[config.mk]
export PLATFORM = sky130hd
export DESIGN_NAME = morse_key_decoder
export DESIGN_NICKNAME = d
export VERILOG_FILES = /design/src/rtl/morse_key_decoder.sv
export SDC_FILE = /design/constraint.sdc
export NUM_CORES = 1
export LEC_CHECK = 0
export BUFFER_PORTS_ARGS = -buffer_cell sky130_fd_sc_hd__buf_2
export CAP_MARGIN = 10
export CORE_MARGIN = 2
export CORE_UTILIZATION = 39
export CTS_CLUSTER_SIZE = 20
export DETAILED_ROUTE_END_ITERATION = 16
export PLACE_DENSITY = 0.66
export SETUP_SLACK_MARGIN = 0.02
export SYNTH_ARGS = -nofsm -noshare
export SYNTH_HDL_FRONTEND = slang
export SYNTH_SLANG_ARGS = --single-unit
[constraint.sdc]
create_clock -name clk -period 2.1 [get_ports clk]
set_clock_uncertainty 0.15 [all_clocks]
set_input_delay 0.105 -clock clk [delete_from_list [all_inputs] [get_ports clk]]
set_output_delay 0.105 -clock clk [all_outputs]
set_load 0.03 [all_outputs]
[src/rtl/morse_key_decoder.sv]
// morse_key_decoder: times Morse key marks/spaces in tick units, classifies dot/dash,
// packs symbols per character and flags character and word boundaries.
// Latency: key change sampled at edge k -> pulse after edge k+3; no backpressure, pulses are fire-and-forget.
module morse_key_decoder #(
  parameter int DASH_MIN = 2,
  parameter int CHAR_GAP = 3,
  parameter int WORD_GAP = 7,
  parameter int MAX_SYM  = 5,
  parameter int CW       = 5
) (
  input  logic               clk,
  input  logic               rst,
  input  logic               key_in,
  input  logic               tick_src,
  output logic               sym_valid,
  output logic               sym_dash,
  output logic               char_valid,
  output logic [MAX_SYM-1:0] char_code,
  output logic [2:0]         char_len,
  output logic               char_err,
  output logic               word_end,
  output logic               busy
);

  typedef enum logic [1:0] {
    IDLE    = 2'd0,
    MARK    = 2'd1,
    SPACE   = 2'd2,
    CHARGAP = 2'd3
  } state_t;

  // Thresholds sized to the counter so every compare is width-matched.
  localparam logic [CW-1:0] DASH_T  = CW'(DASH_MIN);
  localparam logic [CW-1:0] CHAR_T  = CW'(CHAR_GAP);
  localparam logic [CW-1:0] WORD_T  = CW'(WORD_GAP);
  localparam logic [CW-1:0] CNT_MAX = {CW{1'b1}};
  localparam logic [2:0]    MAX_L   = 3'(MAX_SYM);

  // Synchroniser chains plus one delayed copy for edge detection.
  logic key_s1, key_s2, key_d;
  logic tick_s1, tick_s2, tick_d;

  // Registered edge events: the FSM consumes these one cycle later.
  logic key_rise_q, key_fall_q, unit_q;

  state_t state, state_nxt;

  logic [CW-1:0]      cnt, cnt_nxt, cnt_inc;
  logic [MAX_SYM-1:0] acc_code, acc_code_nxt;
  logic [2:0]         acc_len, acc_len_nxt;
  logic               acc_err, acc_err_nxt;

  logic               sym_valid_nxt, sym_dash_nxt;
  logic               char_valid_nxt, char_err_nxt, word_end_nxt;
  logic [MAX_SYM-1:0] char_code_nxt;
  logic [2:0]         char_len_nxt;

  logic key_edge;
  logic is_dash;

  // Two-flop synchronisers and the delayed copy used for edge detection.
  always_ff @(posedge clk) begin
    if (rst) begin
      key_s1  <= 1'b0;
      key_s2  <= 1'b0;
      key_d   <= 1'b0;
      tick_s1 <= 1'b0;
      tick_s2 <= 1'b0;
      tick_d  <= 1'b0;
    end else begin
      key_s1  <= key_in;
      key_s2  <= key_s1;
      key_d   <= key_s2;
      tick_s1 <= tick_src;
      tick_s2 <= tick_s1;
      tick_d  <= tick_s2;
    end
  end

  // Edge events are registered so the key and the tick paths stay cycle-aligned.
  always_ff @(posedge clk) begin
    if (rst) begin
      key_rise_q <= 1'b0;
      key_fall_q <= 1'b0;
      unit_q     <= 1'b0;
    end else begin
      key_rise_q <= key_s2 & ~key_d;
      key_fall_q <= ~key_s2 & key_d;
      unit_q     <= tick_s2 & ~tick_d;
    end
  end

  // A unit landing in the same cycle as a key edge belongs to the interval that is ending.
  assign cnt_inc  = (unit_q && (cnt != CNT_MAX)) ? cnt + CW'(1) : cnt;
  assign key_edge = key_rise_q | key_fall_q;
  assign is_dash  = (cnt_inc >= DASH_T);
  assign busy     = (state != IDLE);

  // Next-state, accumulator and output decode.
  always_comb begin
    state_nxt      = state;
    cnt_nxt        = key_edge ? '0 : cnt_inc;
    acc_code_nxt   = acc_code;
    acc_len_nxt    = acc_len;
    acc_err_nxt    = acc_err;
    sym_valid_nxt  = 1'b0;
    sym_dash_nxt   = sym_dash;
    char_valid_nxt = 1'b0;
    char_code_nxt  = char_code;
    char_len_nxt   = char_len;
    char_err_nxt   = char_err;
    word_end_nxt   = 1'b0;

    case (state)
      IDLE: begin
        if (key_rise_q) begin
          state_nxt = MARK;
        end
      end

      MARK: begin
        if (key_fall_q) begin
          sym_valid_nxt = 1'b1;
          sym_dash_nxt  = is_dash;
          // Symbols beyond capacity only flag the error; the code keeps its first symbols.
          if (acc_len < MAX_L) begin
            acc_code_nxt = {acc_code[MAX_SYM-2:0], is_dash};
            acc_len_nxt  = acc_len + 3'd1;
          end else begin
            acc_err_nxt = 1'b1;
          end
          state_nxt = SPACE;
        end
      end

      SPACE: begin
        // A gap that completes on the same cycle as a new press still closes the character.
        if (cnt_inc >= CHAR_T) begin
          char_valid_nxt = 1'b1;
          char_code_nxt  = acc_code;
          char_len_nxt   = acc_len;
          char_err_nxt   = acc_err;
          acc_code_nxt   = '0;
          acc_len_nxt    = '0;
          acc_err_nxt    = 1'b0;
          state_nxt      = CHARGAP;
        end
        if (key_rise_q) begin
          state_nxt = MARK;
        end
      end

      CHARGAP: begin
        // Leaving to IDLE guarantees a single word_end per gap.
        if (cnt_inc >= WORD_T) begin
          word_end_nxt = 1'b1;
          state_nxt    = IDLE;
        end
        if (key_rise_q) begin
          state_nxt = MARK;
        end
      end

      default: begin
        state_nxt = IDLE;
      end
    endcase
  end

  // State, counter, accumulators and registered outputs.
  always_ff @(posedge clk) begin
    if (rst) begin
      state      <= IDLE;
      cnt        <= '0;
      acc_code   <= '0;
      acc_len    <= '0;
      acc_err    <= 1'b0;
      sym_valid  <= 1'b0;
      sym_dash   <= 1'b0;
      char_valid <= 1'b0;
      char_code  <= '0;
      char_len   <= '0;
      char_err   <= 1'b0;
      word_end   <= 1'b0;
    end else begin
      state      <= state_nxt;
      cnt        <= cnt_nxt;
      acc_code   <= acc_code_nxt;
      acc_len    <= acc_len_nxt;
      acc_err    <= acc_err_nxt;
      sym_valid  <= sym_valid_nxt;
      sym_dash   <= sym_dash_nxt;
      char_valid <= char_valid_nxt;
      char_code  <= char_code_nxt;
      char_len   <= char_len_nxt;
      char_err   <= char_err_nxt;
      word_end   <= word_end_nxt;
    end
  end

endmodule

==> flow_metrics.py <==
metrics = {
    "status": {
        "status": "finished with violations",
        "failed_checks": "setup timing",
    },
    "worst_setup_path": {
        "critPathRequiredTime_ns": 2.14,
        "path_common_cell": "ha_4",
        "slowest_stage_cell_cp": "or3_4",
        "endpoint_kind": "register",
        "cp_cell_sequence": "ha_4 -> and3_4 -> ha_4 -> nand2b_4 -> or3_4 -> nand4_4 -> buf_6 -> nor2_4 -> a2111oi_4",
        "timing.critical_path.fanout_max": 5,
        "startpoint_type": "register",
        "path_class": "reg -> reg",
        "critical_path.max_stage_delay_ns": 0.40,
        "critPathArrivalTime_ns": 2.28,
    },
    "timing": {
        "min_period_ns": 2.24,
        "tightest_slew_ns": 0.785,
        "drv_slew": 0,
        "final.period_utilization_pct": 107,
        "rsz_0062_raised_after_global_routing": "true",
        "remaining_max_slew_budget_at_the_tightest_pin_pct": 47.7,
        "timing_hold_violations_final": 0,
        "finish_stage_setup_viols": 20,
        "postLayoutSetupSlackWorst_ns": -0.137,
        "fmaxAchievable_ghz": 0.447,
    },
    "final_layout": {
        "num_antenna_cells": 0,
        "layout.core_utilization_pct": 53.6,
        "num-nets-final": 196,
        "drive_above_1_share_pct": 38.4,
        "stdcell_count": 240,
        "layout.cells.most_common": "dfxtp_1",
        "fin_area_mm2": 0.00213,
        "areaGrowthSynthToFinish_pct": 32.9,
        "mostFrequentLayoutCells": "36 x dfxtp_1, 19 x nand2b_1, 17 x buf_2, 14 x mux2i_1, 14 x buf_4",
    },
    "power": {
        "p_int_w": 0.00108,
        "netSwitchingPower_w": 0.000280,
        "power.density_cell_area_mw_per_mm2": 639,
        "sw_frac_of_total_pct": 20.6,
        "combinational_share_of_power_pct": 3.4,
        "vdd_drop_max_uv": 342,
        "clock_power_share_pct": 42.7,
        "power.share.sequential_pct": 53.9,
        "leakagePower_nw": 0.846,
    },
    "clock_tree": {
        "ctsRootBufferMaster": "clkbuf_8",
        "worst_skew_pair.late_latency_ns": 0.29,
        "htreeDepth": 2,
        "tritoncts": "yes",
        "clock_sink_count": 38,
        "numCtsBuffers": 5,
        "clock_tree.buffer_depth": 2,
        "clk_pin_slew_worst_paths_ns": 0.07,
    },
    "place": {
        "dp.cells": 228,
        "port_buffers": 17,
        "placedInstanceArea_mm2": 0.00188,
        "globalplace.congestion": 0.693,
        "post-dp-hpwl_um": 2120,
    },
    "synth": {
        "postSynthAreaPerCell_um2": 10.7,
        "post_synth_inst_count": 150,
        "ys.warnings.count": 0,
        "synth.cell_area_mm2": 0.00160,
        "synth.net_count": 157,
        "netlist-cell-type-count": 39,
        "synth.ff_latch_count": 38,
        "synth_seq_area_share_pct": 47.5,
    },
    "die": {
        "ioPinCount": 18,
        "design.die.area_mm2": 0.00463,
        "die_width_um": 68.1,
        "row_count": 23,
        "start_util_pct": 40.3,
        "chipHeight_um": 68.1,
        "core_area_mm2": 0.00397,
    },
    "route": {
        "routed_via_count": 1166,
        "finalWirelength_um": 3020,
        "wl_per_cell_um": 12.6,
        "drc": 0,
        "detail_route.vias_per_cell": 4.86,
        "drt-pass1-iter-count": 4,
        "route.antenna.remaining_nets": 0,
        "drt-initial-drc-count": 22,
    },
    "grt": {
        "number_of_antenna_violations_at_the_first_check_in_global_routing": 0,
        "largest_net_degree_at_the_start_of_global_routing": 42,
        "overflow": 0,
        "grt_pass1_vias": 1111,
        "grt_pass1_wl_um": 5000,
        "track_usage_pct": 15.0,
    },
    "worst_hold_path": {
        "holdCritPathClass": "in -> reg",
    },
    "flow_run": {
        "timing.max_cap.violations": 0,
    },
}
stage by stage:
| step | setup slack [ns] | TNS, ns | hold WS (ns) | total power (W) |
|---|---|---|---|---|
| floorplan | -0.184 | -1.95 | 0.0341 | 0.000780 |
| global placement | -0.157 | -2.00 | 0.164 | 0.000788 |
| detailed placement | -0.237 | -3.17 | 0.175 | 0.000790 |
| CTS | -0.137 | -2.19 | 0.197 | 0.00137 |
| global route | -0.256 | -4.11 | 0.267 | 0.00140 |
| finish | -0.137 | -1.83 | 0.233 | 0.00136 |
flip-flops by register name, summed over array words and instances, names as in the netlist, 2 cells and up:
name,cells
acc_len,3
char_len,3
cnt,5
acc_code,5
char_code,5
state,2
area by class of cell:
cell class | count | area [µm²]
Fill cell | 359 | 1840
Sequential cell | 38 | 763
Tap cell | 50 | 62.6
Clock buffer | 8 | 110
Timing Repair Buffer | 38 | 270
Inverter | 3 | 11.3
Multi-Input combinational cell | 103 | 911
power by group through the flow:
stage	sequential (W)	clock (W)	combinational, W
floorplan	0.000749	0	0.0000309
global placement	0.000749	0	0.0000394
detailed placement	0.000749	0	0.0000406
CTS	0.000732	0.000597	0.0000443
global route	0.000733	0.000618	0.0000512
finish	0.000733	0.000581	0.0000463
timing repair:
action                     in CTS  in global routing
gates resized for setup        11                  7
cloned                          0                  0
setup endpoints to repair      23                 23
hold buffers                    2                  0
pin swaps                      12                  5
hold endpoints to repair        2                  0
setup buffers                   3                  0
worst max-delay path: cells and delay by family (launching register included):
family	cells	cell delay, ns
compound gates	1	0.34
flops	1	0.34
fa+ha+maj	2	0.30
buf+inv	1	0.12
simple gates	5	0.87
per-layer routing:
| metal | GRT usage [%] | wire length [µm] | part of all wire [%] | vias to the layer above |
|---|---|---|---|---|
| met5 | 0 | 0 | 0 | - |
| met3 | 4.44 | 91 | 3.0 | 5 |
| met4 | 9.00 | 74 | 2.4 | 0 |
| li1 | - | - | - | 589 |
| met2 | 25.4 | 1580 | 52 | 12 |
| met1 | 16.5 | 1280 | 42 | 560 |
Yosys cell counts, drive strengths merged:
cell | number | area (µm²)
nor3 | 8 | 80.1
or3 | 2 | 17.5
dfxtp | 38 | 761
a31oi | 1 | 6.26
xnor2 | 2 | 17.5
nor4bb | 1 | 10.0
nor3b | 2 | 15.0
inv | 3 | 11.3
and2b | 1 | 7.51
a2111oi | 1 | 15.0
xor2 | 2 | 17.5
o21ai | 1 | 5.00
nor4 | 2 | 12.5
a21oi | 3 | 15.0
o211a | 1 | 10.0
nand2 | 5 | 18.8
o2111a | 1 | 11.3
a221oi | 1 | 8.76
nand2b | 20 | 133
mux2i | 15 | 163
ha | 3 | 37.5
a211oi | 1 | 7.51
clkbuf | 3 | 11.3
o2111ai | 1 | 8.76
and4b | 1 | 10.0
and3 | 1 | 6.26
nand3 | 1 | 5.00
nor2b | 10 | 62.6
nor2 | 11 | 41.3
o21a | 1 | 7.51
nand3b | 2 | 15.0
buf | 3 | 35.0
nand4 | 1 | 12.5
or2 | 1 | 6.26
worst paths after layout:
check	from	endpoint	slack, ns	cells past startpoint
setup / recovery	cnt[1]	acc_code[0]	-0.14	9
hold / removal	rst	tick_s2	0.23	2
setup reg to reg	cnt[1]	acc_code[0]	-0.14	9
hold reg to reg	tick_d	unit_q	0.23	1
kinds of logic after synthesis:
logic type / Yosys count / synth area share (%)
and+or+nand+nor: 69 / 28.3
adders and majority gates: 3 / 2.34
buffers and inverters: 9 / 3.59
AOI/OAI and AO/OA: 12 / 5.94
muxes: 15 / 10.2
DFF: 38 / 47.5
xor gates and xnor gates: 4 / 2.19
(Power assumes the default switching activity.)
